$ cat config.mk
export PLATFORM = sky130hd
export DESIGN_NAME = drp_responder_flat
export DESIGN_NICKNAME = d
export VERILOG_FILES = /design/src/rtl/drp_responder_if.sv /design/src/rtl/drp_responder.sv /design/src/flat_wrapper.sv
export SDC_FILE = /design/constraint.sdc
export NUM_CORES = 1
export LEC_CHECK = 0
export CAP_MARGIN = 0
export CORE_MARGIN = 5
export CORE_UTILIZATION = 30
export CTS_CLUSTER_DIAMETER = 150
export DETAILED_ROUTE_END_ITERATION = 8
export SLEW_MARGIN = 20
export SYNTH_ARGS = -nofsm -noshare
export SYNTH_HDL_FRONTEND = slang
export SYNTH_SLANG_ARGS = --single-unit
$ cat constraint.sdc
create_clock -name CLK -period 6.14 [get_ports CLK]
set_input_delay 1.842 -clock CLK [delete_from_list [all_inputs] [get_ports CLK]]
set_output_delay 1.842 -clock CLK [all_outputs]
set_load 0.03 [all_outputs]
$ cat src/rtl/drp_responder_if.sv
// DRP bus between the reconfiguration sequencer (master) and the PLL DRP target (slave).
// DEN/DWE/DADDR/DI travel towards the target; DO/DRDY travel back.
interface drp_responder_if;
    logic        DEN;
    logic        DWE;
    logic [4:0]  DADDR;
    logic [15:0] DI;
    logic [15:0] DO;
    logic        DRDY;

    modport master (
        output DEN,
        output DWE,
        output DADDR,
        output DI,
        input  DO,
        input  DRDY
    );

    modport slave (
        input  DEN,
        input  DWE,
        input  DADDR,
        input  DI,
        output DO,
        output DRDY
    );
endinterface

$ cat src/rtl/drp_responder.sv
// drp_responder: PLL DRP target model.
// 32 x 16-bit register file answered with a DRDY pulse LAT cycles after the DEN sample, plus a
// LOCKED model that relocks LOCK_CYC cycles after RST_PLL (or RSTX) is released.
// Optional build macro DRP_RESP_ERRCHK_EN: builds the sticky ERR protocol checker (DEN while
// busy, write while the PLL is out of reset). Without it ERR is tied low.
module drp_responder #(
    parameter int unsigned LAT      = 4,
    parameter int unsigned LOCK_CYC = 64,
    parameter int unsigned CBW      = 8
) (
    input  logic           CLK,
    input  logic           RSTX,
    drp_responder_if.slave drp,
    input  logic           RST_PLL,
    output logic           LOCKED,
    output logic           ERR
);

    typedef enum logic [0:0] {StIdle, StBusy} state_e;

    localparam logic [3:0]     LatLoad  = 4'(LAT - 1);
    localparam logic [CBW-1:0] LockLoad = CBW'(LOCK_CYC);

    state_e         state_q, state_d;
    logic [3:0]     lat_cnt_q, lat_cnt_d;
    logic           req_we_q, req_we_d;
    logic [4:0]     req_addr_q, req_addr_d;
    logic [15:0]    req_data_q, req_data_d;
    logic           drdy_q, drdy_d;
    logic [15:0]    do_q, do_d;
    logic           commit;
    logic           accept;
    logic [15:0]    regs_q [32];

    logic [CBW-1:0] lock_cnt_q, lock_cnt_d;
    logic           locked_q, locked_d;

    // The DRDY cycle still counts as busy, so a new request is taken no earlier than the cycle
    // after DRDY; that also guarantees a write has committed before a following read samples.
    assign accept = drp.DEN && (state_q == StIdle) && !drdy_q;

    // Transaction FSM: accept, count down the latency, then complete with a DRDY pulse.
    always_comb begin
        state_d    = state_q;
        lat_cnt_d  = lat_cnt_q;
        req_we_d   = req_we_q;
        req_addr_d = req_addr_q;
        req_data_d = req_data_q;
        drdy_d     = 1'b0;
        do_d       = do_q;
        commit     = 1'b0;
        case (state_q)
            StIdle: begin
                if (accept) begin
                    req_we_d   = drp.DWE;
                    req_addr_d = drp.DADDR;
                    req_data_d = drp.DI;
                    lat_cnt_d  = LatLoad;
                    state_d    = StBusy;
                end
            end
            StBusy: begin
                if (lat_cnt_q == 4'd0) begin
                    drdy_d  = 1'b1;
                    state_d = StIdle;
                    if (req_we_q) begin
                        commit = 1'b1;
                    end else begin
                        do_d = regs_q[req_addr_q];
                    end
                end else begin
                    lat_cnt_d = lat_cnt_q - 4'd1;
                end
            end
            default: state_d = StIdle;
        endcase
    end

    // Transaction state and response registers.
    always_ff @(posedge CLK or negedge RSTX) begin
        if (!RSTX) begin
            state_q    <= StIdle;
            lat_cnt_q  <= 4'd0;
            req_we_q   <= 1'b0;
            req_addr_q <= 5'd0;
            req_data_q <= 16'h0000;
            drdy_q     <= 1'b0;
            do_q       <= 16'h0000;
        end else begin
            state_q    <= state_d;
            lat_cnt_q  <= lat_cnt_d;
            req_we_q   <= req_we_d;
            req_addr_q <= req_addr_d;
            req_data_q <= req_data_d;
            drdy_q     <= drdy_d;
            do_q       <= do_d;
        end
    end

    // Register file; a write lands in the same edge that raises DRDY.
    always_ff @(posedge CLK or negedge RSTX) begin
        if (!RSTX) begin
            for (int i = 0; i < 32; i++) begin
                regs_q[i] <= 16'h0000;
            end
        end else if (commit) begin
            regs_q[req_addr_q] <= req_data_q;
        end
    end

    // Lock model: RST_PLL reloads the counter; LOCKED rises on the edge the count reaches zero.
    always_comb begin
        lock_cnt_d = lock_cnt_q;
        locked_d   = locked_q;
        if (RST_PLL) begin
            lock_cnt_d = LockLoad;
            locked_d   = 1'b0;
        end else if (lock_cnt_q != '0) begin
            lock_cnt_d = lock_cnt_q - CBW'(1);
            if (lock_cnt_q == CBW'(1)) begin
                locked_d = 1'b1;
            end
        end else begin
            locked_d = 1'b1;
        end
    end

    // Lock counter and LOCKED flag.
    always_ff @(posedge CLK or negedge RSTX) begin
        if (!RSTX) begin
            lock_cnt_q <= LockLoad;
            locked_q   <= 1'b0;
        end else begin
            lock_cnt_q <= lock_cnt_d;
            locked_q   <= locked_d;
        end
    end

    assign drp.DO   = do_q;
    assign drp.DRDY = drdy_q;
    assign LOCKED   = locked_q;

`ifdef DRP_RESP_ERRCHK_EN
    logic busy_hit;
    logic err_q, err_d;

    assign busy_hit = drp.DEN && ((state_q == StBusy) || drdy_q);

    // Sticky checker: DEN while busy, or a write accepted with the PLL running.
    always_comb begin
        err_d = err_q;
        if (busy_hit || (accept && drp.DWE && !RST_PLL)) begin
            err_d = 1'b1;
        end
    end

    // ERR is only cleared by RSTX.
    always_ff @(posedge CLK or negedge RSTX) begin
        if (!RSTX) begin
            err_q <= 1'b0;
        end else begin
            err_q <= err_d;
        end
    end

    assign ERR = err_q;
`else
    assign ERR = 1'b0;
`endif

endmodule

$ cat src/flat_wrapper.sv
// flat-port wrapper written by rule: the top's interface ports become plain ports
module drp_responder_flat 
#(
    parameter int unsigned LAT      = 4,
    parameter int unsigned LOCK_CYC = 64,
    parameter int unsigned CBW      = 8
)
  (CLK, RSTX, RST_PLL, LOCKED, ERR, drp_DEN, drp_DWE, drp_DADDR, drp_DI, drp_DO, drp_DRDY);
  drp_responder_if drp_i ();
  input  logic CLK;
  input  logic RSTX;
  input  logic RST_PLL;
  output logic LOCKED;
  output logic ERR;
  input wire logic [$bits(drp_i.DEN)-1:0] drp_DEN;
  input wire logic [$bits(drp_i.DWE)-1:0] drp_DWE;
  input wire logic [$bits(drp_i.DADDR)-1:0] drp_DADDR;
  input wire logic [$bits(drp_i.DI)-1:0] drp_DI;
  output wire logic [$bits(drp_i.DO)-1:0] drp_DO;
  output wire logic [$bits(drp_i.DRDY)-1:0] drp_DRDY;
  assign drp_i.DEN = drp_DEN;
  assign drp_i.DWE = drp_DWE;
  assign drp_i.DADDR = drp_DADDR;
  assign drp_i.DI = drp_DI;
  assign drp_DO = drp_i.DO;
  assign drp_DRDY = drp_i.DRDY;
  drp_responder #(.LAT(LAT), .LOCK_CYC(LOCK_CYC), .CBW(CBW)) u_core (.CLK(CLK), .RSTX(RSTX), .drp(drp_i), .RST_PLL(RST_PLL), .LOCKED(LOCKED), .ERR(ERR));
endmodule
======== Word level (Yosys, flattened, before mapping) ========
Index checks and enable logic that the tools add are counted.
storage, ports and cells
  flip-flop bits (word level) ............. 565
  latch bits .............................. 0
  bits in writable memories ............... 0
  bits in read-only memories .............. 0
  bits of input ports ..................... 26
  output and inout port bits .............. 19
  word-level logic and storage cells ...... 84
  memories ................................ 0
cells by class
  $add $sub $neg .......................... 2
  $mul .................................... 0
  divide/modulo/power cells ............... 0
  $lt $le $gt $ge ......................... 2
  eq/ne operators ......................... 4
  shift operators ......................... 0
  multiplexer cells ....................... 22
  bitwise gates (word level) .............. 3
  reductions and logical operators ........ 10
operators with widths
  kind                                                                           count
  512-bit bitwise mux                                                            1
  16-bit binary-select mux with 5-bit select                                     1
  16-bit demux with 5-bit select                                                 1
  16-bit two-way mux                                                             3
  8-bit two-way mux                                                              2
  1-bit two-way mux                                                              10
  8-bit by 1-bit equality test with 1-bit output (second input constant)         1
  4-bit two-way mux                                                              2
  4-bit case mux with 2 select lines                                             1
  8-bit nonzero test                                                             1
  8-bit by 1-bit subtractor with 8-bit output (second input constant)            1
  6-bit >= comparator (second input constant)                                    1
  6-bit by 1-bit less-than comparator with 1-bit output (second input constant)  1
  5-bit inverter with 6-bit output                                               1
  4-bit zero test                                                                1
  2-bit AND reduction                                                            2
  4-bit by 1-bit subtractor with 4-bit output (second input constant)            1
  1-bit logical AND                                                              3
  3-bit inequality test (second input constant)                                  1
  3-bit AND reduction                                                            1
  2-bit by 1-bit inequality test with 1-bit output (second input constant)       1
  2-bit inequality test (second input constant)                                  1
  1-bit inverter                                                                 2
  1-bit case mux with 2 select lines                                             1
  2 further kinds                                                                2

======== Logic depth before layout (Yosys ltp) ========
Gate-level depths: netlist (run 1).
  depth in word-level cells ............... 6
  mapped depth ............................ 9
  mapped depth without buffers ............ 6

======== Worst setup path after synthesis (run 1) ========
No wires, ideal clock.
  path type ............................... input -> register
  from .................................... in drp_DEN
  to ...................................... reg u_core.req_data_q[13]
  setup time .............................. 0.125 ns
  arrival ................................. 3.026 ns
  required time ........................... 6.015 ns
  setup slack ............................. 2.990 ns
  cell stages on the path ................. 4
  buffers on the path ..................... 2
  cell sequence ........................... nor3b_1 clkbuf_1 clkbuf_1 mux2_2
between the ends
  longest elaborated chain between the ends .. 3
ends and longest elaborated chain
  element                               line                 RTL
  start, declared                       flat_wrapper.sv:15   input wire logic [$bits(drp_i.DEN)-1:0] drp_DEN;
  1-bit logical AND (2 in series)       drp_responder.sv:40  assign accept = drp.DEN && (state_q == StIdle) && !drdy_q;
  2-bit AND reduction (no source line)  -
  end signal, assigned                  drp_responder.sv:94  req_data_q <= req_data_d;
  end, declared                         drp_responder.sv:28  logic [15:0] req_data_q, req_data_d;
Every way passes these cells.
A chain may end at the register's enable or synchronous reset.

======== Worst setup path after layout (run 1) ========
  from .................................... reg u_core.do_q[9], in the netlist u_core.drp.DO[9]
  to ...................................... out drp_DO[9]
RTL lines
  element                 line                 RTL
  start, declared         drp_responder.sv:30  logic [15:0] do_q, do_d;
  start signal, assigned  drp_responder.sv:96  do_q <= do_d;
  end, declared           flat_wrapper.sv:19   output wire logic [$bits(drp_i.DO)-1:0] drp_DO;
No word-level cell between the ends.

==> results.json, run 1 <==
{
  "crit_required_ns": 4.30,
  "core_area_um2": 86600,
  "r2r-start": "u_core.req_addr_q[1]",
  "area_growth_pct": 13.2,
  "arrival_ns": 1.86,
  "post_cts_buffers": 0,
  "synthTopCellsByCount": "dfrtp_1, mux2_2, mux4_2",
  "clk_latency_ns": 0.63,
  "top_level_ports": 45,
  "hold_class": "register to register",
  "finalMaxSlewViolations": 0,
  "synth_edf_count": 0,
  "synth_cell_types": 60,
  "drt_iter0_drc": 952,
  "syn_area_um2": 26100,
  "grt_max_degree": 125,
  "clock_sinks": 565,
  "synth_cells": 1711,
  "p_per_area_nw_per_um2": 423,
  "ant_nets": 0,
  "fin_skew_ns": 0.0258,
  "grt_pass1_vias": 15992,
  "crit_chain": "clkdlybuf4s50_1",
  "crit_end": "drp_DO[9]",
  "worstRegToRegCells": 4,
  "die_area_um2": 93100,
  "reg2reg_slack_ns": 2.68,
  "wl_per_cell_um": 23.3,
  "synthTopCellsByArea": "dfrtp_1, mux2_2, mux4_2",
  "synth.area.mux_share_pct": 34.9,
  "ys_warn_count": 0,
  "cts_max_level": 2,
  "final_net_count": 1738,
  "tightest_slew_ns": 1.18,
  "max_freq_ghz": 0.270,
  "cp_slowest_stage_delay_ns": 0.76,
  "synth_compound_area_share_pct": 3.27,
  "p_leak_nw": 13.7,
  "cts_tree": "built",
  "start_kind": "register",
  "ctsHoldBuffers": 0,
  "worstSetupPathDepth": 1,
  "synth_top_flop_cell": "dfrtp_1",
  "max_slew_margin_pct": 21.3,
  "die_w_um": 305,
  "route.met3.wl_um": 2830,
  "vias": 14807,
  "wirelength_um": 67800,
  "crit_buf_inv": 1,
  "post_synth_xor_area_fraction_pct": 0.134,
  "clkTransAtPathRegs_ns": 0.06,
  "cts_resized": 0,
  "max-cap-violations": 0,
  "synthAdderAreaFrac_pct": 0.192,
  "dpl-instance-area_um2": 27500,
  "path_delay_family": "buffers and inverters",
  "num_antenna_cells": 0,
  "hold_viol_final": 0,
  "yosysTopAreaCell": "dfrtp_1",
  "peakVddDrop_mv": 0.265,
  "route.detailed.drc": 0,
  "syn_area_per_cell_um2": 15.3,
  "topRoutingLayerUsed": "met4",
  "yosysMostFrequentCell": "dfrtp_1",
  "rr_endpoint": "u_core.drp.DO[12]",
  "root_buffer": "clkbuf_16",
  "crit_type": "register to output pin",
  "rows": 108,
  "final_layout_size_suffix_gt1_share_pct": 46.3,
  "period_share_pct": 60.3,
  "syn-num-nets": 1741,
  "die_h_um": 305,
  "synth_top_family_by_area": "multiplexers",
  "end_kind": "output pin",
  "dpl.hpwl_um": 42400,
  "cp_slowest_cell": "clkdlybuf4s50_1",
  "start_util_pct": 30.2,
  "ys_ff_latch": 565,
  "final_area_um2": 29600,
  "finalCriticalPeriod_ns": 3.71,
  "cts_made_buffers": 59,
  "dr.pass1.iters": 5,
  "port_buffers": 43,
  "vias_per_cell": 5.09,
  "finalSetupViolations": 0,
  "wl_met1_um": 31600,
  "route.met2.wl_um": 31800,
  "async_flop_share_pct": 100,
  "ys_seq_area_share_pct": 54.1,
  "tns_ns": 0,
  "grt_overflow_total": 0,
  "ctsLongestPathBuffers": 3,
  "path_max_fanout": 2,
  "fill_cells": 8179,
  "routabilityCongestion": 0.805,
  "yosys.area_share.simple_pct": 3.99,
  "grt_pass1_wl_um": 104000,
  "grtUsageTotal_pct": 14.4,
  "antenna_found_initial": 0,
  "status": "finished clean",
  "rsz0062_at_grt": "no",
  "synth_top_area_share_pct": 54.0,
  "startpoint": "u_core.drp.DO[9]"
}
## report_power, final
group | total (mW) | internal, mW | switching [mW]
combinational | 3.31 | 1.58 | 1.73
clock | 3.69 | 2.17 | 1.52
sequential | 5.53 | 4.53 | 1.00
total | 12.5 | 8.27 | 4.25
## how the worst min path moves through the flow
stage | from | endpoint | slack, ns | cells after the start
2_1_floorplan | u_core.lat_cnt_q[0] | u_core.lat_cnt_q[0] | 0.47 | 1
4_1_cts | u_core.regs_q[304] | u_core.regs_q[304] | 0.50 | 1
3_3_place_gp | u_core.lat_cnt_q[0] | u_core.lat_cnt_q[0] | 0.48 | 1
3_5_place_dp | u_core.regs_q[304] | u_core.regs_q[304] | 0.49 | 1
5_1_grt | u_core.regs_q[28] | u_core.regs_q[28] | 0.51 | 1
6_report | u_core.regs_q[464] | u_core.regs_q[464] | 0.50 | 1
## kinds of logic after synthesis
logic type | after synthesis
muxes | 705
buffers and inverters | 153
AOI/OAI and AO/OA | 125
adders and majority gates | 4
xor gates and xnor gates | 4
and+or+nand+nor | 154
DFF | 565
other | 1
## metal layers
layer	up-vias	GRT usage, %
li1	6316	-
met1	8060	20.5
met2	331	23.0
met3	100	2.29
met4	0	3.68
met5	-	0
## state kept, by name, summed over array words and instances, names as in the netlist
register / cells
u_core.drp.DRDY: 1
u_core.req_addr_q: 5
u_core.req_we_q: 1
u_core.lock_cnt_q: 8
u_core.LOCKED: 1
u_core.lat_cnt_q: 4
u_core.drp.DO: 16
u_core.state_q: 1
u_core.regs_q: 512
u_core.req_data_q: 16
## through the flow
step | power (mW) | setup slack (ns) | hold WS, ns | utilization, % | cells
final | 12.5 | 2.43 | 0.500 | 34.1 | 2910
after global routing | 13.1 | 2.38 | 0.508 | 34.1 | 2910
after CTS | 12.6 | 2.37 | 0.503 | 34.1 | 2909
after detailed placement | 8.90 | 2.68 | 0.489 | 31.8 | 2801
after global placement | 8.74 | 2.68 | 0.479 | 31.7 | 2801
after floorplan | 7.70 | 2.99 | 0.467 | - | 1711
## final cells by class
cell class	instances	area [um^2]	area share, %
Clock buffer	84	1730	5.86
Clock inverter	24	274	0.927
Inverter	7	26.3	0.0889
Multi-Input combinational cell	993	11100	37.6
Sequential cell	565	14200	47.9
Tap cell	1155	1450	4.89
Timing Repair Buffer	82	811	2.74
## placed cells by master (no fill, tap or decap), types with 16 or more instances in the layout
cell type	n
dfrtp_1	556
o22ai_1	30
nor2_2	19
a22oi_1	16
mux2i_1	83
nand2_1	17
mux2_4	80
clkdlybuf4s50_1	42
clkbuf_16	60
nor2_1	39
a21oi_1	16
mux4_2	86
buf_4	33
mux2_2	456
Note: power is estimated with default switching activity, not from simulation.
==> run 2, diff against run 1 <==
Clock period 6.14 ns to 3.45 ns, I/O delays scaled along.
==> run 2 against run 1 <==
  * Wire length grew 3.1%
  * Largest power group unchanged
  * Clock skew grew 0.0019 ns
  * Worst setup slack lost 1.9 ns
  * Cell count grew 2.2%
  * Global-route usage grew 0.43 points
  * Flip-flop and latch count is the same
  * Hold slack lost 0.081 ns
  * Largest cell class unchanged
  * Power grew 81%
  * Sequential power grew 78%
==> results.json, run 2 (synthesis results as in run 1) <==
{
  "status": "finished clean",
  "max-cap-violations": 0,
  "grt_max_degree": 93,
  "finalSetupViolations": 0,
  "die_w_um": 305,
  "rsz0062_at_grt": "no",
  "cts_made_buffers": 59,
  "fin_skew_ns": 0.0278,
  "num_antenna_cells": 0,
  "area_growth_pct": 15.1,
  "finalPower_mw": 22.7,
  "grtUsageTotal_pct": 14.8,
  "hold-worst-slack_ns": 0.420,
  "start_util_pct": 30.2,
  "tns_ns": 0,
  "grt_overflow_total": 0,
  "hold_class": "primary input to async pin",
  "max_slew_margin_pct": 21.2,
  "final_cell_mix": "dfrtp_1, mux2_2, buf_4",
  "crit_type": "register to output pin",
  "reg2reg_slack_ns": 0.62,
  "period_share_pct": 84.1,
  "crit_buf_inv": 1,
  "hold_viol_final": 0,
  "path_max_fanout": 2,
  "crit_chain": "clkdlybuf4s50_1",
  "drt_iter0_drc": 1131,
  "largest-register": "u_core.regs_q",
  "ant_nets": 0,
  "vias_per_cell": 5.12,
  "fill_cells": 8178,
  "p_per_area_nw_per_um2": 754,
  "final_common_cell": "dfrtp_1",
  "tightest_slew_ns": 1.18,
  "start_kind": "register",
  "cts_tree": "built",
  "cts_max_level": 2,
  "r2r-start": "u_core.req_addr_q[1]",
  "route.detailed.drc": 0,
  "antenna_found_initial": 1,
  "top_level_ports": 45,
  "die_h_um": 305,
  "p_leak_nw": 14.1,
  "core_area_um2": 86600,
  "post_cts_buffers": 0,
  "root_buffer": "clkbuf_16",
  "wl_per_cell_um": 23.5,
  "largest_register_ffs": 512,
  "dpl.hpwl_um": 45900,
  "grt_pass1_vias": 16195,
  "rr_endpoint": "u_core.drp.DO[10]",
  "clk_latency_ns": 0.63,
  "dr.pass1.iters": 7,
  "grt_pass1_wl_um": 107000,
  "ctsHoldBuffers": 0,
  "cp_slowest_cell": "clkdlybuf4s50_1",
  "end_kind": "output pin",
  "ctsLongestPathBuffers": 3,
  "clkTransAtPathRegs_ns": 0.07,
  "clock_sinks": 565,
  "cp_slowest_stage_delay_ns": 0.73,
  "finalCriticalPeriod_ns": 2.90,
  "port_buffers": 43,
  "max_freq_ghz": 0.345,
  "routabilityCongestion": 0.840,
  "die_area_um2": 93100,
  "final_layout_size_suffix_gt1_share_pct": 48.1,
  "cts_resized": 0,
  "crit_required_ns": 2.41,
  "vias": 15212,
  "arrival_ns": 1.87,
  "final_net_count": 1802,
  "finalMaxSlewViolations": 0,
  "worstRegToRegCells": 6,
  "wirelength_um": 69900,
  "path_delay_family": "buffers and inverters",
  "peakVddDrop_mv": 0.498,
  "rows": 108
}
-- run 2: area by class of cell --
cell class	instances	area, um^2	area share, %
Clock buffer	86	1750	5.82
Clock inverter	21	225	0.749
Inverter	7	26.3	0.0874
Multi-Input combinational cell	993	11100	36.9
Sequential cell	565	14200	47.1
Tap cell	1155	1450	4.81
Timing Repair Buffer	146	1370	4.56
-- run 2: report_power, final --
group,total [mW],switching (mW),internal (mW)
sequential,9.82,1.76,8.06
combinational,6.34,3.30,3.04
clock,6.50,2.69,3.80
-- run 2: how the worst max path moves through the flow --
stage,start,slack (ns),cells after the start,endpoint
after floorplan,drp_DEN,1.11,4,u_core.req_data_q[13]
after global placement,u_core.req_addr_q[1],0.67,6,u_core.drp.DO[10]
after detailed placement,u_core.req_addr_q[1],0.71,6,u_core.drp.DO[10]
after CTS,u_core.drp.DO[0],0.51,1,drp_DO[0]
after global routing,u_core.drp.DO[0],0.48,1,drp_DO[0]
final,u_core.drp.DO[0],0.55,1,drp_DO[0]
-- run 2: through the flow --
| stage | area, um^2 | utilization (%) | setup slack [ns] | std cells |
|---|---|---|---|---|
| detailed placement | 28100 | 32.4 | 0.713 | 2866 |
| global route | 30100 | 34.7 | 0.480 | 2973 |
| floorplan | 26100 | - | 1.11 | 1711 |
| finish | 30100 | 34.7 | 0.548 | 2973 |
| CTS | 30100 | 34.7 | 0.515 | 2973 |
| global placement | 28100 | 32.4 | 0.666 | 2866 |
-- run 2: routing by layer --
layer | GRT usage, % | part of all wire (%) | routed length, um | vias up
met4 | 3.50 | 2.1 | 1430 | 0
met3 | 3.43 | 6.0 | 4170 | 89
met2 | 22.6 | 45 | 31400 | 381
met1 | 21.6 | 47 | 32900 | 8286
met5 | 0 | 0 | 0 | -
li1 | - | - | - | 6456
